--- config.mk ---
export PLATFORM = sky130hd
export DESIGN_NAME = seg7_frame_reader
export DESIGN_NICKNAME = d
export VERILOG_FILES = /design/src/rtl/seg7_frame_reader.sv
export SDC_FILE = /design/constraint.sdc
export NUM_CORES = 1
export LEC_CHECK = 0
export ABC_AREA = 1
export CAP_MARGIN = 0
export CORE_MARGIN = 5
export CORE_UTILIZATION = 40
export CTS_BUF_LIST = sky130_fd_sc_hd__clkbuf_4
export CTS_CLUSTER_SIZE = 28
export DETAILED_ROUTE_END_ITERATION = 7
export HOLD_SLACK_MARGIN = 0.06
export MAX_ROUTING_LAYER = met4
export SLEW_MARGIN = 20
export SYNTH_ARGS = -nofsm -noshare
export SYNTH_HDL_FRONTEND = slang
export SYNTH_SLANG_ARGS = --single-unit
--- constraint.sdc ---
create_clock -name clk -period 6.5 [get_ports clk]
set_input_delay 1.3 -clock clk [delete_from_list [all_inputs] [get_ports clk]]
set_output_delay 1.3 -clock clk [all_outputs]
set_load 0.05 [all_outputs]
--- src/rtl/seg7_frame_reader.sv ---
// Recovers hex nibbles from a multiplexed active-low 7-segment bus and assembles
// one DIGITS-wide frame per complete in-order scan.
module seg7_frame_reader #(
    parameter int unsigned DIGITS        = 8,
    parameter int unsigned STABLE_CYCLES = 4
) (
    input  logic                  clk,
    input  logic                  rst,
    input  logic [6:0]            seg_n,
    input  logic [DIGITS-1:0]     an_n,
    output logic [4*DIGITS-1:0]   frame_data,
    output logic [DIGITS-1:0]     err_mask,
    output logic                  frame_valid,
    output logic                  busy
);

    localparam int unsigned CW = (STABLE_CYCLES > 1) ? $clog2(STABLE_CYCLES) : 1;
    localparam int unsigned IW = (DIGITS > 1) ? $clog2(DIGITS) : 1;
    localparam logic [CW-1:0] CNT_MAX  = CW'(STABLE_CYCLES - 1);
    localparam logic [IW-1:0] LAST_IDX = IW'(DIGITS - 1);

    typedef enum logic [1:0] {SYNC, COLLECT, DONE} state_t;

    state_t                state, state_d;
    logic [6:0]            s_seg;
    logic [DIGITS-1:0]     s_an;
    logic [CW-1:0]         cnt;
    logic                  captured;
    logic                  in_diff;
    logic                  capture;
    logic [IW-1:0]         dig_idx;
    logic [IW-1:0]         expect_idx, expect_d;
    logic [3:0]            nib;
    logic                  seg_err;
    logic                  store_en;
    logic                  publish;
    logic [4*DIGITS-1:0]   shadow_nib;
    logic [DIGITS-1:0]     shadow_err;

    assign in_diff = (seg_n != s_seg) || (an_n != s_an);
    assign capture = (cnt == CNT_MAX) && !captured && $onehot(~s_an);

    // Sampling stage and stability counter; a change of input re-arms capture.
    always_ff @(posedge clk) begin
        if (rst) begin
            s_seg    <= '1;
            s_an     <= '1;
            cnt      <= '0;
            captured <= 1'b0;
        end else begin
            s_seg <= seg_n;
            s_an  <= an_n;
            if (in_diff) begin
                cnt      <= '0;
                captured <= 1'b0;
            end else begin
                if (cnt != CNT_MAX) cnt <= cnt + CW'(1);
                if (capture) captured <= 1'b1;
            end
        end
    end

    always_comb begin
        dig_idx = '0;
        for (int unsigned i = 0; i < DIGITS; i++) begin
            if (!s_an[i]) dig_idx = IW'(i);
        end
    end

    // Active-low segment pattern (g..a) to hex nibble.
    always_comb begin
        nib     = 4'h0;
        seg_err = 1'b0;
        case (s_seg)
            7'b1000000: nib = 4'h0;
            7'b1111001: nib = 4'h1;
            7'b0100100: nib = 4'h2;
            7'b0110000: nib = 4'h3;
            7'b0011001: nib = 4'h4;
            7'b0010010: nib = 4'h5;
            7'b0000010: nib = 4'h6;
            7'b1111000: nib = 4'h7;
            7'b0000000: nib = 4'h8;
            7'b0011000: nib = 4'h9;
            7'b0001000: nib = 4'hA;
            7'b0000011: nib = 4'hB;
            7'b1000110: nib = 4'hC;
            7'b0100001: nib = 4'hD;
            7'b0000110: nib = 4'hE;
            7'b0001110: nib = 4'hF;
            default:    seg_err = 1'b1;
        endcase
    end

    always_ff @(posedge clk) begin
        if (rst) state <= SYNC;
        else     state <= state_d;
    end

    // Frame sequencing; out-of-order digits abandon the frame, digit 0 restarts it.
    always_comb begin
        state_d  = state;
        expect_d = expect_idx;
        store_en = 1'b0;
        publish  = 1'b0;
        case (state)
            SYNC: begin
                if (capture && dig_idx == '0) begin
                    store_en = 1'b1;
                    expect_d = IW'(1);
                    state_d  = COLLECT;
                end
            end
            COLLECT: begin
                if (capture) begin
                    if (dig_idx == expect_idx) begin
                        store_en = 1'b1;
                        expect_d = expect_idx + IW'(1);
                        if (dig_idx == LAST_IDX) state_d = DONE;
                    end else if (dig_idx == '0) begin
                        store_en = 1'b1;
                        expect_d = IW'(1);
                    end else begin
                        state_d = SYNC;
                    end
                end
            end
            DONE: begin
                publish = 1'b1;
                state_d = SYNC;
                if (capture && dig_idx == '0) begin
                    store_en = 1'b1;
                    expect_d = IW'(1);
                    state_d  = COLLECT;
                end
            end
            default: state_d = SYNC;
        endcase
    end

    always_ff @(posedge clk) begin
        if (rst) begin
            expect_idx  <= '0;
            shadow_nib  <= '0;
            shadow_err  <= '0;
            frame_data  <= '0;
            err_mask    <= '0;
            frame_valid <= 1'b0;
            busy        <= 1'b0;
        end else begin
            expect_idx  <= expect_d;
            frame_valid <= publish;
            busy        <= (state_d != SYNC);
            if (publish) begin
                frame_data <= shadow_nib;
                err_mask   <= shadow_err;
            end
            for (int unsigned i = 0; i < DIGITS; i++) begin
                if (store_en && dig_idx == IW'(i)) begin
                    shadow_nib[4*i +: 4] <= nib;
                    shadow_err[i]        <= seg_err;
                end
            end
        end
    end

endmodule

### Word-level counts from Yosys, hierarchy flattened

Cells that the tools add are included.

| cells by class | value |
|---|---|
| add/subtract/negate cells | 9 |
| eq/ne operators | 33 |
| bitwise logic cells | 1 |
| mux-type cells | 27 |
| reduce and logical (&&, ||, !) cells | 22 |

Operators with widths:

| cell | count |
|---|---|
| $pmux W4 S15 | 1 |
| $mux W3 | 10 |
| $eq A7 B7 Y1 const B | 4 |
| $eq A7 B5 Y1 const B | 3 |
| $eq A7 B6 Y1 const B | 3 |
| $reduce_or A16 Y1 | 1 |
| $eq A7 B2 Y1 const B | 2 |
| $eq A7 B4 Y1 const B | 2 |
| $eq A3 B3 Y1 const B | 4 |
| $logic_and A1 B1 Y1 | 11 |
| $mux W2 | 5 |
| $add A1 B1 Y2 | 4 |
| $mux W1 | 8 |
| $ne A8 B8 Y1 | 1 |
| $not A8 Y8 | 1 |
| $eq A7 B3 Y1 const B | 1 |
| $logic_not A7 Y1 | 1 |
| $ne A7 B7 Y1 | 1 |
| $add A2 B2 Y3 | 2 |
| $eq A3 B2 Y1 const B | 2 |
| $pmux W2 S3 | 1 |
| $pmux W3 S2 | 1 |
| $add A3 B3 Y4 | 1 |
| $eq A2 B2 Y1 const B | 2 |
| 17 further kinds | 20 |

| storage, ports and cells | value |
|---|---|
| bits in registers | 105 |
| output and inout bits | 42 |
| logic and storage cells | 118 |

### Depth between registers and ports, before layout

Gate-level depths: netlist of run 1.

| depth | value |
|---|---|
| word-level depth | 13 |
| depth in mapped cells | 19 |

### Least setup slack after synthesis of run 1

Ideal clock, no wire load.

| timing | value |
|---|---|
| path type | register -> register |
| start | reg s_an[0] |
| end | reg shadow_nib[25] |
| path slack | 2.733 ns |
| buffers on the path | 0 |
| setup time | 0.114 ns |
| arrival time | 3.654 ns |
| clock period less this slack | 3.767 ns |
| cell stages (with the launch flop) | 17 |
| path through | dfxtp_1 fa_1 inv_1 fa_1 fa_1 ha_1 inv_1 fa_1 nand4_1 nor3_4 inv_1 nor3_2 nand2_4 nand2_8 nand2_4 o21ai_1 nor2_1 |

| on the way | value |
|---|---|
| word-level cells in the longest chain between the ends | 10 |

RTL lines:

| item | RTL line | source |
|---|---|---|
| start: declaration | 26 | `logic [DIGITS-1:0] s_an;` |
| start signal: assignment | 52 | `s_an <= an_n;` |
| $not A8 Y8 * | 41 | `assign capture = (cnt == CNT_MAX) && !captured && $onehot(~s_an);` |
| $add A1 B1 Y2 (not written as such) * | 41 |  |
| $add A2 B2 Y3 (not written as such) * | 41 |  |
| $add A3 B3 Y4 (not written as such) * | 41 |  |
| $eq A4 B1 Y1 * | 41 |  |
| $logic_and A1 B1 Y1 * | 41 |  |
| $logic_and A1 B1 Y1 | 108, 131 |  |
| $mux W1 | 108, 131 |  |
| $pmux W1 S2 * | 106 | `case (state)` |
| $logic_and A1 B1 Y1 * | 159 | `if (store_en && dig_idx == IW'(i)) begin` |
| end signal: indexed assignment | 160 | `shadow_nib[4*i +: 4] <= nib;` |
| end: declaration | 37 | `logic [4*DIGITS-1:0] shadow_nib;` |

Mark *: on every way between the ends. The rest lies on a longest branch, timed or not.
A chain may end at the register's enable or synchronous reset.

### Final worst setup path of run 1

| timing | value |
|---|---|
| start | reg s_an[0] |
| end | reg shadow_nib[16] |

Same word-level chain as after synthesis.

==> results of run 1 <==
[through the flow]
step	worst slack [ns]	hold slack, ns	util	cells	instance area (µm²)
after floorplan	2.73	0.427	-	621	4660
after global placement	2.57	0.446	0.468	804	5340
after detailed placement	2.48	0.448	0.468	804	5340
after CTS	2.44	0.467	0.481	820	5490
after global routing	2.20	0.468	0.481	820	5490
final	2.46	0.461	0.481	820	5490
[state kept, by name, summed over array words and instances, names as in the netlist]
| register | count |
|---|---|
| frame_data | 32 |
| shadow_nib | 32 |
| err_mask | 8 |
| s_an | 8 |
| shadow_err | 8 |
| s_seg | 7 |
| expect_idx | 3 |
| cnt | 2 |
| state | 2 |
| busy | 1 |
| captured | 1 |
| frame_valid | 1 |
[cell families (layout without fill, tap and decap cells)]
| logic type | count (synthesis) | after routing | share of synthesized area |
|---|---|---|---|
| compound gates | 112 | 112 | 0.126 |
| buf+inv | 104 | 160 | 0.0886 |
| simple gates | 284 | 284 | 0.290 |
| fa+ha+maj | 9 | 9 | 0.0306 |
| xor+xnor | 7 | 7 | 0.0132 |
| flops | 105 | 105 | 0.451 |
[metal layers]
metal,share of wire,wire [µm]
met5,0,0
met4,0.017,181
met3,0.048,498
met2,0.48,4960
met1,0.46,4770
[worst max-delay path, delay by kind of cell, from the launching register on]
| family | cells | cell delay [ns] |
|---|---|---|
| fa+ha+maj | 5 | 2.10 |
| buf+inv | 3 | 0.24 |
| simple gates | 4 | 0.92 |
| compound gates | 2 | 0.31 |
| flops | 1 | 0.38 |
[where the power goes]
group | leakage [µW] | internal [µW] | switching [µW] | total (µW)
clock | 0.0000761 | 122 | 226 | 348
sequential | 0.000850 | 649 | 7.35 | 656
combinational | 0.00163 | 33.5 | 54.3 | 87.9
[cells in the mapped netlist, drive strengths merged (2+ instances only)]
library cell | count | area share
clkbuf | 15 | 0.012
fa | 4 | 0.017
or2 | 6 | 0.0081
inv | 84 | 0.068
ha | 5 | 0.013
nor3 | 9 | 0.016
nor4 | 5 | 0.0067
nand2 | 93 | 0.10
o22ai | 6 | 0.0081
o2111ai | 2 | 0.0038
nand4 | 7 | 0.0094
a21oi | 38 | 0.042
dfxtp | 105 | 0.45
xnor2 | 5 | 0.0094
xor2 | 2 | 0.0038
nand3 | 25 | 0.030
o21ai | 63 | 0.068
buf | 5 | 0.0089
nor2 | 138 | 0.12
[how the worst max path moves through the flow]
stage               cells past startpoint             end  slack [ns]     from
floorplan                              16  shadow_nib[25]        2.73  s_an[0]
global placement                       16  shadow_nib[31]        2.57  s_an[0]
detailed placement                     16  shadow_nib[31]        2.48  s_an[0]
CTS                                    14  shadow_nib[16]        2.44  s_an[0]
global route                           14  shadow_nib[16]        2.20  s_an[0]
finish                                 14  shadow_nib[16]        2.46  s_an[0]
[final cells by class]
class | count | area, µm² | share of cell area
Clock buffer | 9 | 67.6 | 0.0123
Multi-Input combinational cell | 412 | 2150 | 0.392
Sequential cell | 105 | 2100 | 0.383
Inverter | 84 | 315 | 0.0574
Clock inverter | 7 | 78.8 | 0.0144
Tap cell | 143 | 179 | 0.0326
Timing Repair Buffer | 60 | 596 | 0.108
==> flow_metrics.py, run 1 <==
metrics = {
    "finish": {
        "nFillCells": 1206,
        "n_antenna_cell": 0,
        "syn_to_final_growth_pct": 17.8,
        "drive_gt1_frac": 0.0842,
        "final_common_cell": "nor2_1",
        "final_cell_mix": "nor2_1, dfxtp_1, inv_1",
        "final_nets": 698,
    },
    "global_route": {
        "grtUsageMet2": 0.263,
        "busiest_layer": "met2",
        "grt_pass1_vias": 3983,
        "grt_pass1_wl_um": 18400,
        "overflow": 0,
        "antenna_found_initial": 0,
        "track_usage": 0.162,
        "grt_use_met1": 0.195,
        "grt_max_degree": 62,
        "grt_util_met3": 0.0279,
    },
    "timing": {
        "slew-limit-headroom": 0.542,
        "clock_skew_ns": 0.0176,
        "rsz0062_at_grt": "no",
        "worst_slew_pin_slew_ns": 0.681,
        "fmax_mhz": 247,
        "setup_violations": 0,
        "final_hold_viol_count": 0,
        "fin_crit_ns": 4.04,
        "finalCritPeriodShare": 0.622,
        "finalSetupTns_ns": 0,
        "slew_violations": 0,
    },
    "critical_path": {
        "worstPathMaxFanout": 6,
        "cp_common_cell": "fa_1",
        "worstSetupPathType": "reg2reg",
        "reg2reg_from": "s_an[0]",
        "crit_required_ns": 6.86,
        "cpMaxStageDelayCell": "fa_1",
        "reg2reg_to": "shadow_nib[16]",
        "arrival_ns": 4.40,
        "max_stage_delay_ns": 0.54,
        "crit_path_start_kind": "flip-flop",
        "r2r_slack_ns": 2.46,
        "r2r_cells": 14,
        "path_cells": "fa_1, inv_1, fa_1, fa_1, ha_1, inv_1, fa_1, nand4_1, nor3_4, inv_1, nor3_2, nand3_1, o21ai_0, a21oi_1",
        "end_kind": "flip-flop",
    },
    "cts": {
        "hold_buffers": 0,
        "cts-resized-gates": 0,
        "clk_pin_slew_ns": 0.17,
        "cts_tree": "built",
        "cts_buffers": 9,
        "cts_max_level": 3,
        "clock-sinks": 105,
        "post_cts_buffers": 0,
        "cts-root-buf": "clkbuf_4",
        "clockBufferDepth": 2,
        "insertion_delay_ns": 0.48,
    },
    "hold_path": {
        "hold_depth": 2,
        "holdCritStartpoint": "shadow_nib[24]",
        "hold_end": "frame_data[24]",
        "hp-class": "reg2reg",
    },
    "placed_design": {
        "gp_routability_congestion": 0.898,
        "port_buffers": 58,
        "dpl.hpwl_um": 7600,
    },
    "synthesis": {
        "async_reset_ff_frac": 0,
        "synth_seq_area_share": 0.451,
        "synth.avg_cell_area_um2": 7.50,
        "syn_area_um2": 4660,
        "yosysUniqueCellTypes": 37,
        "synth_edf_count": 0,
        "yosys_warnings": 0,
        "ys.flop_type": "dfxtp_1",
        "synthCells": 621,
        "synth_fp_nets": 647,
        "ys_ff_latch": 105,
    },
    "route": {
        "drt_iter0_drc": 206,
        "ant_nets": 0,
        "vias": 3994,
        "viasPerCell": 4.87,
        "finalWirelength_um": 10400,
        "wl_per_cell_um": 12.7,
        "drc": 0,
        "firstDrtPassIters": 5,
    },
    "die": {
        "placement_rows": 39,
        "core_region_area_um2": 11400,
        "die_x_um": 118,
        "initial_core_util": 0.408,
        "pin_count": 59,
        "die_y_um": 118,
        "dieArea_um2": 13900,
    },
    "power_and_ir_drop": {
        "power_uw": 1090,
        "cellPowerDensity_nw_per_um2": 199,
        "cellLeakagePower_uw": 0.00256,
        "ir_drop_v": 0.0000803,
    },
    "job": {
        "cap_violations": 0,
    },
    "run_status": {
        "status": "completed",
    },
}
Power figures use the tool's default switching activity.
==> run 2: changes to the inputs <==
clock period = 4.05 ns   (was 6.5 ns; I/O delays follow)
==> run 2 against run 1 <==
  * Sequential share of layout area decreased by 0.42 points
  * Clock power is 64% higher
  * Via count decreased by 0.78%
  * Count of clock-buffer cells in the layout unchanged
  * Highest routed layer unchanged
  * Largest cell class unchanged
==> flow_metrics.py, run 2 (synthesized netlist as in run 1, its figures left out) <==
metrics = {
    "power_and_ir_drop": {
        "power_switching_uw": 426,
        "swShare": 0.241,
        "p_comb_frac": 0.081,
        "cellLeakagePower_uw": 0.00259,
        "ir_drop_v": 0.000178,
        "power_uw": 1770,
        "power.internal_uw": 1340,
        "pwr-share-clk": 0.323,
        "power_frac_seq": 0.596,
        "cellPowerDensity_nw_per_um2": 318,
    },
    "die": {
        "pin_count": 59,
        "die_y_um": 118,
        "die_x_um": 118,
        "placement_rows": 39,
        "initial_core_util": 0.408,
        "dieArea_um2": 13900,
        "core_region_area_um2": 11400,
    },
    "cts": {
        "hold_buffers": 0,
        "clk_pin_slew_ns": 0.15,
        "cts_tree": "built",
        "clock-sinks": 105,
        "clockBufferDepth": 2,
        "insertion_delay_ns": 0.46,
        "cts-root-buf": "clkbuf_4",
        "cts_buffers": 9,
        "cts_max_level": 3,
    },
    "global_route": {
        "overflow": 0,
        "antenna_found_initial": 0,
        "grt_pass1_wl_um": 17300,
        "grt_pass1_vias": 3677,
        "grt_max_degree": 63,
        "track_usage": 0.154,
    },
    "finish": {
        "final_nets": 702,
        "reg_top3": "frame_data (32), shadow_nib (32)",
        "instances_no_fill": 823,
        "final_cell_mix": "nor2_1, dfxtp_1, inv_1",
        "n_antenna_cell": 0,
        "syn_to_final_growth_pct": 19.1,
        "design_area_um2": 5550,
        "final_common_cell": "nor2_1",
        "drive_gt1_frac": 0.0897,
    },
    "timing": {
        "final_hold_viol_count": 0,
        "rsz0062_at_grt": "no",
        "worst_slew_pin_slew_ns": 0.659,
        "slew-limit-headroom": 0.560,
        "fmax_mhz": 264,
        "setup_violations": 0,
        "clock_skew_ns": 0.0205,
        "finalSetupTns_ns": 0,
        "finalCritPeriodShare": 0.934,
        "fin_crit_ns": 3.78,
        "slew_violations": 0,
    },
    "critical_path": {
        "crit_required_ns": 4.41,
        "cp_top_family": "adder cells",
        "cp-startpoint": "s_an[1]",
        "cpMaxStageDelayCell": "fa_1",
        "worstPathMaxFanout": 10,
        "worstSetupPathType": "reg2reg",
        "reg2reg_from": "s_an[1]",
        "reg2reg_to": "shadow_nib[29]",
        "setup.worst_path.end": "shadow_nib[29]",
        "end_kind": "flip-flop",
        "path_depth": 16,
        "r2r_cells": 16,
        "r2r_slack_ns": 0.27,
        "path_cells": "fa_1, inv_1, fa_1, fa_1, ha_1, inv_1, fa_1, nand4_1, nor3_4, inv_1, nor3_4, nand2_4, nand2_8, nand2_4, o21ai_1, nor2_1",
        "crit_path_start_kind": "flip-flop",
        "max_stage_delay_ns": 0.50,
        "crit_buf_inv": 3,
        "arrival_ns": 4.15,
        "cp_common_cell": "fa_1",
    },
    "placed_design": {
        "dpl.hpwl_um": 7590,
        "port_buffers": 58,
        "gp_routability_congestion": 0.885,
        "placed_cells": 805,
        "postPlaceCellArea_um2": 5360,
    },
    "run_status": {
        "status": "completed",
    },
    "route": {
        "met1_length_um": 4730,
        "finalWirelength_um": 10300,
        "wl_per_cell_um": 12.5,
        "top_layer_used": "met4",
        "ant_nets": 0,
        "wl_met2_um": 4860,
        "drc": 0,
        "drt_iter0_drc": 206,
        "viasPerCell": 4.82,
        "wl_met3_um": 456,
        "vias": 3963,
        "firstDrtPassIters": 4,
    },
    "job": {
        "cap_violations": 0,
    },
    "hold_path": {
        "hp-class": "reg2reg",
    },
}
## run 2: cell types whose count changed in the layout (fill, tap and decap cells not counted), sizes merged
cell | before | now
buf | 2 | 6
bufinv | 1 | 2
clkinvlp | 1 | 0
inv | 86 | 85
## run 2: per-stage QoR
| stage | util | hold WS, ns | worst slack (ns) |
|---|---|---|---|
| 3_5_place_dp | 0.470 | 0.450 | 0.203 |
| 6_report | 0.486 | 0.464 | 0.267 |
| 4_1_cts | 0.483 | 0.467 | 0.189 |
| 5_1_grt | 0.486 | 0.482 | 0.00421 |
| 3_3_place_gp | 0.470 | 0.444 | 0.259 |
| 2_1_floorplan | - | 0.427 | 0.283 |
## run 2: power groups by stage
stage	Clock (µW)	Sequential (µW)	Combinational, µW
floorplan	0	1070	102
global placement	0	1080	142
detailed placement	0	1080	142
CTS	602	1050	144
global route	634	1060	162
finish	572	1050	143
## run 2: area by class of cell
cell class,count,area (µm²)
fill,1145,5870
timing repair buffer,64,638
clock inverter,6,81.3
multi-input combinational,412,2170
tap,143,179
sequential,105,2100
clock buffer,9,67.6
inverter,84,315
## run 2: tightest hold or removal path, stage by stage, from the launching register on
cell     delay (ns)
dfxtp_1        0.33
inv_1          0.06
a21oi_1        0.05
## run 2: worst min path at each step
stage               cells past startpoint            from        endpoint  slack (ns)
global route                            2   shadow_err[4]     err_mask[4]        0.48
CTS                                     2   shadow_err[4]     err_mask[4]        0.47
finish                                  2  shadow_nib[19]  frame_data[19]        0.46
global placement                        2  shadow_nib[19]  frame_data[19]        0.44
floorplan                               2   shadow_err[5]   shadow_err[5]        0.43
detailed placement                      2   shadow_nib[8]   frame_data[8]        0.45
## run 2: layer usage
metal,vias up,global-route usage
met4,0,0.0695
met5,-,-
li1,2079,-
met2,89,0.242
met1,1779,0.190
met3,16,0.0317
## run 2: what timing repair did
item                                    CTS  global route
endpoints found under the setup margin    0            20
resized for setup                         0             3
buffers inserted                          0             3
==> run 3: changes to the inputs <==
==> constraint.sdc (replaced) <==
create_clock -name clk -period 4.05 [get_ports clk]
set_input_delay 1.0125 -clock clk [delete_from_list [all_inputs] [get_ports clk]]
set_output_delay 1.0125 -clock clk [all_outputs]
set_load 0.05 [all_outputs]
==> run 3 against run 2 <==
  * Critical endpoint is now shadow_nib[3]
  * Die area unchanged
  * Largest cell class unchanged
  * Global-route usage up 0.32 points
  * Clock power down 3%
  * First-iteration DRC count up 2.9%
  * Register-to-register slack worse by 0.05 ns
  * Worst setup slack worse by 0.053 ns
  * Sequential share of layout area about the same
  * Combinational power about the same
  * Worst hold slack worse by 0.018 ns
  * Count of clock-buffer cells in the layout unchanged
==> flow_metrics.py, run 3 (synthesized netlist as in run 1, its figures left out) <==
metrics = {
    "timing": {
        "clock_skew_ns": 0.0180,
        "slew_violations": 0,
        "worst_slew_pin_slew_ns": 0.623,
        "fin_ws_ns": 0.214,
        "fmax_mhz": 261,
        "final_hold_viol_count": 0,
        "fin_crit_ns": 3.84,
        "setup_violations": 0,
        "slew-limit-headroom": 0.583,
        "finalCritPeriodShare": 0.947,
        "fin_hold_ws_ns": 0.445,
    },
    "cts": {
        "clk_pin_slew_ns": 0.16,
        "insertion_delay_ns": 0.48,
        "cts_max_level": 3,
        "cts_buffers": 9,
        "clock-sinks": 105,
        "clockBufferDepth": 2,
        "cts-root-buf": "clkbuf_4",
        "cts_tree": "built",
    },
    "die": {
        "pin_count": 59,
        "core_region_area_um2": 11400,
        "placement_rows": 39,
        "initial_core_util": 0.408,
        "die_x_um": 118,
        "dieArea_um2": 13900,
        "die_y_um": 118,
    },
    "finish": {
        "final_cell_mix": "nor2_1, dfxtp_1, inv_1",
        "reg_top3": "frame_data (32), shadow_nib (32)",
        "seq_area_um2": 2100,
        "syn_to_final_growth_pct": 19.0,
        "design_area_um2": 5550,
        "n_antenna_cell": 0,
        "final_nets": 701,
        "nFillCells": 1149,
        "multi_input_area_um2": 2190,
        "instances_no_fill": 823,
        "drive_gt1_frac": 0.0912,
        "final_common_cell": "nor2_1",
    },
    "critical_path": {
        "arrival_ns": 4.27,
        "worstSetupPathType": "reg2reg",
        "crit_required_ns": 4.48,
        "worstPathMaxFanout": 6,
        "crit_path_start_kind": "flip-flop",
        "end_kind": "flip-flop",
    },
    "global_route": {
        "grt_pass1_vias": 3695,
        "overflow": 0,
        "antenna_found_initial": 0,
        "track_usage": 0.157,
        "grt_max_degree": 84,
        "grt_pass1_wl_um": 17600,
    },
    "placed_design": {
        "post-place-ws_ns": 0.187,
        "placed_cells": 805,
        "gp_routability_congestion": 0.870,
        "port_buffers": 58,
        "postPlaceCellArea_um2": 5360,
        "dpl.hpwl_um": 7610,
    },
    "route": {
        "firstDrtPassIters": 4,
        "wl_per_cell_um": 12.8,
        "drt_iter0_drc": 212,
        "finalWirelength_um": 10500,
        "ant_nets": 0,
        "vias": 3934,
        "viasPerCell": 4.78,
        "drc": 0,
    },
    "run_status": {
        "status": "completed",
    },
    "power_and_ir_drop": {
        "power_uw": 1750,
        "ir_drop_v": 0.000214,
        "swShare": 0.262,
        "power.internal_uw": 1290,
        "p_comb_frac": 0.082,
        "pwr-share-clk": 0.316,
        "cellLeakagePower_uw": 0.00259,
        "cellPowerDensity_nw_per_um2": 316,
        "power_frac_seq": 0.601,
        "power_switching_uw": 460,
    },
    "job": {
        "cap_violations": 0,
    },
    "hold_path": {
        "hp-class": "reg2reg",
    },
}
==> run 3: worst paths after layout <==
check,start,slack (ns),cells past startpoint,endpoint
max,s_an[1],0.21,16,shadow_nib[3]
min,shadow_err[4],0.45,2,err_mask[4]
max reg2reg,s_an[1],0.21,16,shadow_nib[3]
min reg2reg,shadow_err[4],0.45,2,err_mask[4]
==> run 3: through the flow <==
stage | TNS (ns) | util
after global placement | 0 | 0.470
after detailed placement | 0 | 0.470
after CTS | 0 | 0.482
after global routing | -0.0146 | 0.486
final | 0 | 0.486
after floorplan | 0 | -
==> run 3: final cells by class <==
type                    instances  area share
inverters                      84      0.0568
well taps                     143      0.0323
clock inverters                 7      0.0138
clock buffers                   9      0.0122
flip-flops and latches        105       0.379
multi-input cells             414       0.395
repair buffers                 61       0.111
==> run 3: power groups by stage <==
stage	logic [µW]	clock network, µW	registers [µW]
after floorplan	102	0	1070
after global placement	142	0	1080
after detailed placement	144	0	1080
after CTS	145	577	1050
after global routing	162	617	1060
final	144	554	1050
==> run 3: layer usage <==
metal	GRT usage	routed length, µm	vias up
met1	0.191	4850	1746
li1	-	-	2092
met5	-	0	-
met2	0.246	4880	75
met4	0.0573	259	0
met3	0.0476	528	21
==> run 3: what timing repair did <==
action                                  4_1_cts  5_1_grt
endpoints found under the hold margin         0        0
hold buffers                                  0        0
gates resized for setup                       0        4
endpoints found under the setup margin        0       12
buffers inserted                              0        0
==> run 3: worst max-delay path: stages, from the launching register on <==
cell and delay, ns:
dfxtp_1 0.38, fa_1 0.51, inv_1 0.05, fa_1 0.45, fa_1 0.50, ha_1 0.16
inv_1 0.05, fa_1 0.47, nand4_1 0.14, nor3_4 0.20, buf_4 0.18, nand3_2 0.20
nand2_8 0.18, nand2_4 0.08, inv_2 0.10, nor2_1 0.05, nor2_1 0.10
